<file path="src/rtl/mux_share_if.sv">
// Handshake and data bundle between two requesters and the shared 2:1 mux arbiter.
// The arbiter connects through the slave modport; the requester side uses master.
interface mux_share_if #(
    parameter int DATA_W = 1
) ();
    logic              req0;
    logic              req1;
    logic              done0;
    logic              done1;
    logic [DATA_W-1:0] din0;
    logic [DATA_W-1:0] din1;
    logic              gnt0;
    logic              gnt1;
    logic              sel;
    logic [DATA_W-1:0] dout;
    logic              dout_valid;

    modport master (
        output req0, req1, done0, done1, din0, din1,
        input  gnt0, gnt1, sel, dout, dout_valid
    );

    modport slave (
        input  req0, req1, done0, done1, din0, din1,
        output gnt0, gnt1, sel, dout, dout_valid
    );
endinterface

</file>
<file path="src/rtl/mux_share_arbiter.sv">
// Round-robin arbiter owning the select of a shared 2:1 mux.
// One requester is granted at a time, each tenure is capped at MAX_HOLD cycles
// while the other side is waiting, and the selected data is registered with a
// valid flag that lags the grant by one cycle.
module mux_share_arbiter #(
    parameter int DATA_W   = 1,
    parameter int MAX_HOLD = 8
) (
    input  logic           clk,
    input  logic           rst,
    mux_share_if.slave     bus
);
    typedef enum logic [1:0] {
        IDLE   = 2'd0,
        GRANT0 = 2'd1,
        GRANT1 = 2'd2
    } state_t;

    localparam logic [7:0] MAX_HOLD_C = 8'(MAX_HOLD);

    state_t            state_r;
    state_t            state_next_s;
    state_t            arb_s;
    logic              last_r;
    logic              last_next_s;
    logic [7:0]        hcnt_r;
    logic [7:0]        hcnt_next_s;
    logic              hold_full_s;
    logic              release_s;
    logic [DATA_W-1:0] dout_r;
    logic              dout_valid_r;

    // Next owner from the live requests; on a tie the requester that is not
    // `lst` wins. Passing the releasing requester as `lst` lets the other side
    // win ties at handover.
    function automatic state_t arbitrate(input logic r0, input logic r1, input logic lst);
        state_t res;
        if (r0 && r1) begin
            res = lst ? GRANT0 : GRANT1;
        end else if (r0) begin
            res = GRANT0;
        end else if (r1) begin
            res = GRANT1;
        end else begin
            res = IDLE;
        end
        return res;
    endfunction

    assign hold_full_s = (hcnt_r == MAX_HOLD_C);

    // Next-state, last-owner and tenure-counter decision.
    always_comb begin
        state_next_s = state_r;
        last_next_s  = last_r;
        hcnt_next_s  = hcnt_r;
        arb_s        = IDLE;
        release_s    = 1'b0;
        case (state_r)
            IDLE: begin
                arb_s        = arbitrate(bus.req0, bus.req1, last_r);
                state_next_s = arb_s;
                if (arb_s != IDLE) begin
                    hcnt_next_s = 8'd1;
                end else begin
                    hcnt_next_s = 8'd0;
                end
            end
            GRANT0: begin
                release_s = !bus.req0 || bus.done0 || (hold_full_s && bus.req1);
                if (release_s) begin
                    last_next_s  = 1'b0;
                    arb_s        = arbitrate(bus.req0, bus.req1, 1'b0);
                    state_next_s = arb_s;
                    if (arb_s != IDLE) begin
                        hcnt_next_s = 8'd1;
                    end else begin
                        hcnt_next_s = 8'd0;
                    end
                end else if (hold_full_s) begin
                    // Nobody waiting: renew the tenure instead of idling.
                    hcnt_next_s = 8'd1;
                end else begin
                    hcnt_next_s = hcnt_r + 8'd1;
                end
            end
            GRANT1: begin
                release_s = !bus.req1 || bus.done1 || (hold_full_s && bus.req0);
                if (release_s) begin
                    last_next_s  = 1'b1;
                    arb_s        = arbitrate(bus.req0, bus.req1, 1'b1);
                    state_next_s = arb_s;
                    if (arb_s != IDLE) begin
                        hcnt_next_s = 8'd1;
                    end else begin
                        hcnt_next_s = 8'd0;
                    end
                end else if (hold_full_s) begin
                    hcnt_next_s = 8'd1;
                end else begin
                    hcnt_next_s = hcnt_r + 8'd1;
                end
            end
            default: begin
                state_next_s = IDLE;
                hcnt_next_s  = 8'd0;
            end
        endcase
    end

    // Arbitration state registers with synchronous reset.
    always_ff @(posedge clk) begin
        if (rst) begin
            state_r <= IDLE;
            last_r  <= 1'b1;
            hcnt_r  <= 8'd0;
        end else begin
            state_r <= state_next_s;
            last_r  <= last_next_s;
            hcnt_r  <= hcnt_next_s;
        end
    end

    // Register the mux output while a grant is active; hold it otherwise.
    always_ff @(posedge clk) begin
        if (rst) begin
            dout_r       <= {DATA_W{1'b0}};
            dout_valid_r <= 1'b0;
        end else begin
            dout_valid_r <= (state_r != IDLE);
            if (state_r == GRANT1) begin
                dout_r <= bus.din1;
            end else if (state_r == GRANT0) begin
                dout_r <= bus.din0;
            end else begin
                dout_r <= dout_r;
            end
        end
    end

    assign bus.gnt0       = (state_r == GRANT0);
    assign bus.gnt1       = (state_r == GRANT1);
    assign bus.sel        = (state_r == GRANT1);
    assign bus.dout       = dout_r;
    assign bus.dout_valid = dout_valid_r;
endmodule

</file>
<file path="src/flat_wrapper.sv">
// flat-port wrapper written by rule: the top's interface ports become plain ports
module mux_share_arbiter_flat 
#(
    parameter int DATA_W   = 1,
    parameter int MAX_HOLD = 8
)
  (clk, rst, bus_req0, bus_req1, bus_done0, bus_done1, bus_din0, bus_din1, bus_gnt0, bus_gnt1, bus_sel, bus_dout, bus_dout_valid);
  mux_share_if #(.DATA_W(DATA_W)) bus_i ();
  input  logic clk;
  input  logic rst;
  input wire logic [$bits(bus_i.req0)-1:0] bus_req0;
  input wire logic [$bits(bus_i.req1)-1:0] bus_req1;
  input wire logic [$bits(bus_i.done0)-1:0] bus_done0;
  input wire logic [$bits(bus_i.done1)-1:0] bus_done1;
  input wire logic [$bits(bus_i.din0)-1:0] bus_din0;
  input wire logic [$bits(bus_i.din1)-1:0] bus_din1;
  output wire logic [$bits(bus_i.gnt0)-1:0] bus_gnt0;
  output wire logic [$bits(bus_i.gnt1)-1:0] bus_gnt1;
  output wire logic [$bits(bus_i.sel)-1:0] bus_sel;
  output wire logic [$bits(bus_i.dout)-1:0] bus_dout;
  output wire logic [$bits(bus_i.dout_valid)-1:0] bus_dout_valid;
  assign bus_i.req0 = bus_req0;
  assign bus_i.req1 = bus_req1;
  assign bus_i.done0 = bus_done0;
  assign bus_i.done1 = bus_done1;
  assign bus_i.din0 = bus_din0;
  assign bus_i.din1 = bus_din1;
  assign bus_gnt0 = bus_i.gnt0;
  assign bus_gnt1 = bus_i.gnt1;
  assign bus_sel = bus_i.sel;
  assign bus_dout = bus_i.dout;
  assign bus_dout_valid = bus_i.dout_valid;
  mux_share_arbiter #(.DATA_W(DATA_W), .MAX_HOLD(MAX_HOLD)) u_core (.clk(clk), .rst(rst), .bus(bus_i));
endmodule
</file>
<file path="config.mk">
export PLATFORM = sky130hd
export DESIGN_NAME = mux_share_arbiter_flat
export DESIGN_NICKNAME = d
export VERILOG_FILES = /design/src/rtl/mux_share_if.sv /design/src/rtl/mux_share_arbiter.sv /design/src/flat_wrapper.sv
export SDC_FILE = /design/constraint.sdc
export NUM_CORES = 1
export LEC_CHECK = 0
export ABC_AREA = 1
export CORE_MARGIN = 4
export CORE_UTILIZATION = 54
export DETAILED_ROUTE_END_ITERATION = 8
export PLACE_DENSITY = 0.81
export SLEW_MARGIN = 10
export SYNTH_ARGS = -nofsm -noshare
export SYNTH_HDL_FRONTEND = slang
export SYNTH_SLANG_ARGS = --single-unit
</file>
<file path="constraint.sdc">
create_clock -name clk -period 3.3 [get_ports clk]
set_clock_uncertainty 0.2 [all_clocks]
set_input_delay 0.66 -clock clk [delete_from_list [all_inputs] [get_ports clk]]
set_output_delay 0.66 -clock clk [all_outputs]
set_load 0.05 [all_outputs]
</file>
==> impl_metrics.tcl, run 1 <==
set metrics [dict create \
    synthToLayoutAreaGrowth_pct 20.6 \
    period_share 0.835 \
    min_period_ns 2.75 \
    via_per_inst 5.12 \
    synth_compound_area_frac 0.0713 \
    grt_overflow 0 \
    p_comb_frac 0.376 \
    grt_use_total 0.184 \
    synth_area_um2 772 \
    clockBufferDepth 2 \
    nets 137 \
    p_int_w 0.000279 \
    drtPass1Iterations 4 \
    vias 702 \
    timing.final.max_slew_violations 0 \
    wl_per_cell_um 11.9 \
    final_cell_mix "20 x nand2_1, 16 x inv_1, 15 x nor2_1" \
    path_buf_inv 2 \
    synth_cells 107 \
    synthXorXnorAreaFrac 0.0681 \
    grt_antenna_before_repair 0 \
    clk_pin_slew_ns 0.08 \
    path_max_fanout 8 \
    synth_fp_nets 121 \
    cp_top_family "buffers and inverters" \
    critical_path_class "reg -> out" \
    slowest_delay_ns 0.87 \
    tns_ns 0 \
    synth_top_family_by_area "simple AND/OR/NAND/NOR gates" \
    drv_cap 0 \
    synthMuxAreaShare 0 \
    synth_ff_type "dfxtp_1" \
    chipWidth_um 45.8 \
    slew_headroom 0.666 \
    placed_area_um2 903 \
    required_ns 2.44 \
    slowest_stage "clkdlybuf4s50_1" \
    ys_ff_latch 13 \
    grt_pass1_wl_um 2790 \
    yosys.area_share.simple 0.339 \
    grt_max_degree 9 \
    wl_um 1620 \
    power_frac_clock 0.216 \
    drt_iter0_markers 17 \
    fp-row-count 13 \
    synth_adder_area_share 0.0972 \
    place.gp.congestion 0.844 \
    synth_cell_types 18 \
    grt_pass1_vias 677 \
    p_leak_nw 0.409 \
    ys_seq_area_frac 0.337 \
    endpoint_kind "output pin" \
    start_kind "register" \
    die-area_mm2 0.00210 \
    rrSetupSlack_ns 1.62 \
    numCtsBuffers 3 \
    p_sw_frac 0.381 \
    switchingPower_w 0.000171 \
    final_common_cell "nand2_1" \
    synth_edf_count 0 \
    p_total_w 0.000450 \
    diodes 0 \
    synth.avg_cell_area_um2 7.21 \
    cts_hold_buf 0 \
    dp_hpwl_um 1310 \
    yosys_warnings 0 \
    postCtsSetupRepairBufs 0 \
    fmax_mhz 363 \
    cts_resized 0 \
    port_buffers 12 \
    setup_viol 0 \
    status "finished clean" \
    drive_gt1_frac 0.0984 \
    rsz0062_at_grt "false" \
    ir_drop_mv 0.384 \
    cp_data_arrival_time_ns 1.89 \
    power_frac_seq 0.408 \
    power_density_mw_per_mm2 483 \
    hp-class "reg -> reg" \
    finalHoldViolations 0 \
    ioPinCount 13 \
    worst_pin_slew_ns 0.500 \
    drc 0 \
    synth-async-reset-ratio 0 \
    die_h_um 45.8 \
    start_util 0.586 \
    ant_nets 0 \
    clock-root-buffer "clkbuf_4" \
    core-area_mm2 0.00132 \
    clock-sinks 13 \
    clk-insertion-delay-late_ns 0.28 \
    crit_chain "inv_1 -> ha_1 -> clkdlybuf4s50_1" \
    htreeDepth 1 \
    design_area_um2 931 \
    cts_tree "built" \
]
-- routing by layer --
layer / GRT usage / wire length (um) / vias up
met1: 0.212 / 705 / 318
met2: 0.323 / 828 / 12
met5: 0 / 0 / -
met3: 0.0593 / 74 / 4
met4: 0.0511 / 15 / 0
li1: - / - / 368
-- logic make-up (layout without fill, tap and decap cells) --
logic type | Yosys count | count (layout)
AO/OA/AOI/OAI | 10 | 10
XOR/XNOR | 6 | 6
adder cells (fa/ha/maj) | 6 | 6
buffers and inverters | 17 | 32
flip-flops | 13 | 13
AND/OR/NAND/NOR | 55 | 55
-- per-stage QoR --
step / utilization / worst slack [ns] / instances / hold slack, ns
floorplan: - / 1.16 / 107 / 0.245
global placement: 0.686 / 0.901 / 133 / 0.276
detailed placement: 0.686 / 0.862 / 133 / 0.283
CTS: 0.707 / 0.535 / 137 / 0.321
global route: 0.707 / 0.450 / 137 / 0.322
finish: 0.707 / 0.546 / 137 / 0.311
-- tightest hold or removal path: cells and delay by family (launching register included) --
kind          cells  cell delay (ns)
flops             1             0.34
simple gates      2             0.13
-- synth_stat cells, types with 3 or more instances --
| library cell | instances | area (um^2) |
|---|---|---|
| a21oi_1 | 4 | 20.0 |
| xor2_1 | 4 | 35.0 |
| dfxtp_1 | 13 | 260 |
| nand3_2 | 3 | 30.0 |
| ha_1 | 6 | 75.1 |
| nand3_1 | 9 | 45.0 |
| nand2_1 | 20 | 75.1 |
| o21ai_0 | 4 | 20.0 |
| inv_1 | 16 | 60.1 |
| nor2_1 | 15 | 56.3 |
-- power by group through the flow --
| stage | Sequential (W) | Combinational, W | Clock, W |
|---|---|---|---|
| 5_1_grt | 0.000186 | 0.000185 | 0.000108 |
| 3_3_place_gp | 0.000186 | 0.000165 | 0 |
| 6_report | 0.000184 | 0.000169 | 0.0000971 |
| 3_5_place_dp | 0.000187 | 0.000168 | 0 |
| 4_1_cts | 0.000184 | 0.000170 | 0.000102 |
| 2_1_floorplan | 0.000202 | 0.000104 | 0 |
-- worst paths after layout --
path / from / endpoint / depth (start not counted)
setup / recovery: u_core.state_r[0] / bus_gnt1 / 3
hold / removal: u_core.last_r / u_core.last_r / 2
setup reg to reg: u_core.hcnt_r[0] / u_core.hcnt_r[4] / 9
hold reg to reg: u_core.last_r / u_core.last_r / 2
-- area by class of cell --
| class | count | area [um^2] |
|---|---|---|
| inverters | 16 | 60.1 |
| clock inverters | 1 | 5.00 |
| fillers | 105 | 387 |
| clock buffers | 3 | 22.5 |
| repair buffers | 12 | 120 |
| well taps | 15 | 18.8 |
| flip-flops and latches | 13 | 260 |
| multi-input cells | 77 | 444 |
-- registers in the layout, indices dropped and copies added (netlist names) --
signal,flops
u_core.hcnt_r,8
u_core.state_r,2
u_core.bus.dout,1
u_core.bus.dout_valid,1
u_core.last_r,1
Note: power is estimated with default switching activity, not from simulation.
==> inputs of run 2 (changes only) <==
--- a/config.mk
+++ b/config.mk
@@ -7,9 +7,9 @@
 export LEC_CHECK = 0
 export ABC_AREA = 1
 export CORE_MARGIN = 4
-export CORE_UTILIZATION = 54
+export CORE_UTILIZATION = 50
 export DETAILED_ROUTE_END_ITERATION = 8
-export PLACE_DENSITY = 0.81
+export PLACE_DENSITY = 0.76
 export SLEW_MARGIN = 10
 export SYNTH_ARGS = -nofsm -noshare
 export SYNTH_HDL_FRONTEND = slang
==> constraint.sdc (replaced) <==
create_clock -name clk -period 2.87 [get_ports clk]
set_clock_uncertainty 0.2 [all_clocks]
set_input_delay 0.574 -clock clk [delete_from_list [all_inputs] [get_ports clk]]
set_output_delay 0.574 -clock clk [all_outputs]
set_load 0.05 [all_outputs]
==> impl_metrics.tcl, run 2 (same netlist as run 1, synthesis figures left out) <==
set metrics [dict create \
    status "finished clean" \
    rr_startpoint "u_core.hcnt_r[0]" \
    fmax_mhz 379 \
    endpoint_kind "output pin" \
    synthToLayoutAreaGrowth_pct 20.4 \
    path_max_fanout 8 \
    postCtsSetupRepairBufs 0 \
    slowest_stage "clkdlybuf4s50_1" \
    worstHoldEndpoint "u_core.last_r" \
    final_common_cell "nand2_1" \
    slowest_delay_ns 0.86 \
    placed_area_um2 903 \
    grt_overflow 0 \
    port_buffers 12 \
    grt_use_total 0.170 \
    top_regs "u_core.hcnt_r x8, u_core.state_r x2" \
    via_per_inst 4.96 \
    drt_iter0_markers 28 \
    r2r_end "u_core.hcnt_r[7]" \
    clk_pin_slew_ns 0.07 \
    num-fill-cells 105 \
    design_area_um2 930 \
    drtPass1Iterations 4 \
    start_kind "register" \
    grt_antenna_before_repair 0 \
    ioPinCount 13 \
    required_ns 2.10 \
    reg2regPathDepth 9 \
    nets 137 \
    drc 0 \
    ant_nets 0 \
    die-area_mm2 0.00224 \
    core-area_mm2 0.00138 \
    cts_tree "built" \
    grt_pass1_vias 643 \
    start_util 0.558 \
    ir_drop_mv 0.395 \
    die_h_um 47.3 \
    crit_chain "inv_1 -> ha_1 -> clkdlybuf4s50_1" \
    grt_max_degree 9 \
    finalHoldViolations 0 \
    clock-sinks 13 \
    cts_hold_buf 0 \
    seqCellArea_um2 260 \
    cp_data_arrival_time_ns 1.86 \
    vias 679 \
    drv_cap 0 \
    p_leak_nw 0.406 \
    tns_ns 0 \
    numCtsBuffers 3 \
    worst_pin_slew_ns 0.501 \
    hp-class "reg -> reg" \
    diodes 0 \
    rrSetupSlack_ns 1.22 \
    clockBufferDepth 2 \
    top_register "u_core.hcnt_r" \
    drive_gt1_frac 0.0902 \
    htreeDepth 1 \
    chipWidth_um 47.3 \
    period_share 0.919 \
    wl_um 1460 \
    multiInputGateArea_um2 444 \
    place.gp.congestion 0.874 \
    min_from "u_core.last_r" \
    grt_pass1_wl_um 2710 \
    hold_depth 2 \
    critical_path_class "reg -> out" \
    clk-insertion-delay-late_ns 0.27 \
    timing.final.max_slew_violations 0 \
    cts_resized 0 \
    power_density_mw_per_mm2 547 \
    final_cell_mix "20 x nand2_1, 16 x inv_1, 15 x nor2_1" \
    setup_viol 0 \
    rsz0062_at_grt "false" \
    wl_per_cell_um 10.6 \
    clock-root-buffer "clkbuf_4" \
    slew_headroom 0.665 \
    fp-row-count 13 \
    min_period_ns 2.64 \
    largest_reg_flops 8 \
    dp_hpwl_um 1180 \
]
run 2: cell count changes in the layout (fill, tap and decap cells not counted), sizes merged:
cell,change
clkbuf,+1
clkinv,-1
run 2: metal layers:
layer / track usage / share of wire / up-vias
li1: - / - / 368
met1: 0.236 / 0.51 / 293
met2: 0.243 / 0.43 / 18
met3: 0.0728 / 0.059 / 0
met4: 0.0331 / 0 / 0
met5: 0 / 0 / -
run 2: stage by stage:
stage	cells	utilization	power, W	setup slack [ns]	hold WS [ns]
2_1_floorplan	107	-	0.000352	0.815	0.245
3_3_place_gp	133	0.653	0.000404	0.548	0.280
3_5_place_dp	133	0.653	0.000407	0.510	0.286
4_1_cts	137	0.672	0.000513	0.216	0.296
5_1_grt	137	0.672	0.000543	0.129	0.326
6_report	137	0.672	0.000508	0.232	0.298
run 2: area by class of cell:
cell class              count  share of cell area
flip-flops and latches     13               0.280
well taps                  15              0.0202
inverters                  16              0.0646
multi-input cells          77               0.478
clock buffers               4              0.0283
repair buffers             12               0.129
run 2: report_power, final:
group          internal (W)  switching [W]  leakage [nW]
clock             0.0000538      0.0000522        0.0150
combinational     0.0000703       0.000122         0.285
sequential         0.000198      0.0000122         0.106
run 2: worst max path at each step:
stage	from	endpoint	depth (start not counted)
finish	u_core.state_r[0]	bus_sel	3
global route	u_core.state_r[0]	bus_sel	3
CTS	u_core.state_r[0]	bus_sel	3
detailed placement	u_core.state_r[0]	bus_sel	3
global placement	u_core.state_r[0]	bus_gnt1	3
floorplan	u_core.state_r[0]	bus_sel	3
run 2: critical path: cells and delay by family, from the launching register on:
family / cells / cell delay, ns
buf+inv: 2 / 0.95
fa+ha+maj: 1 / 0.31
flops: 1 / 0.34
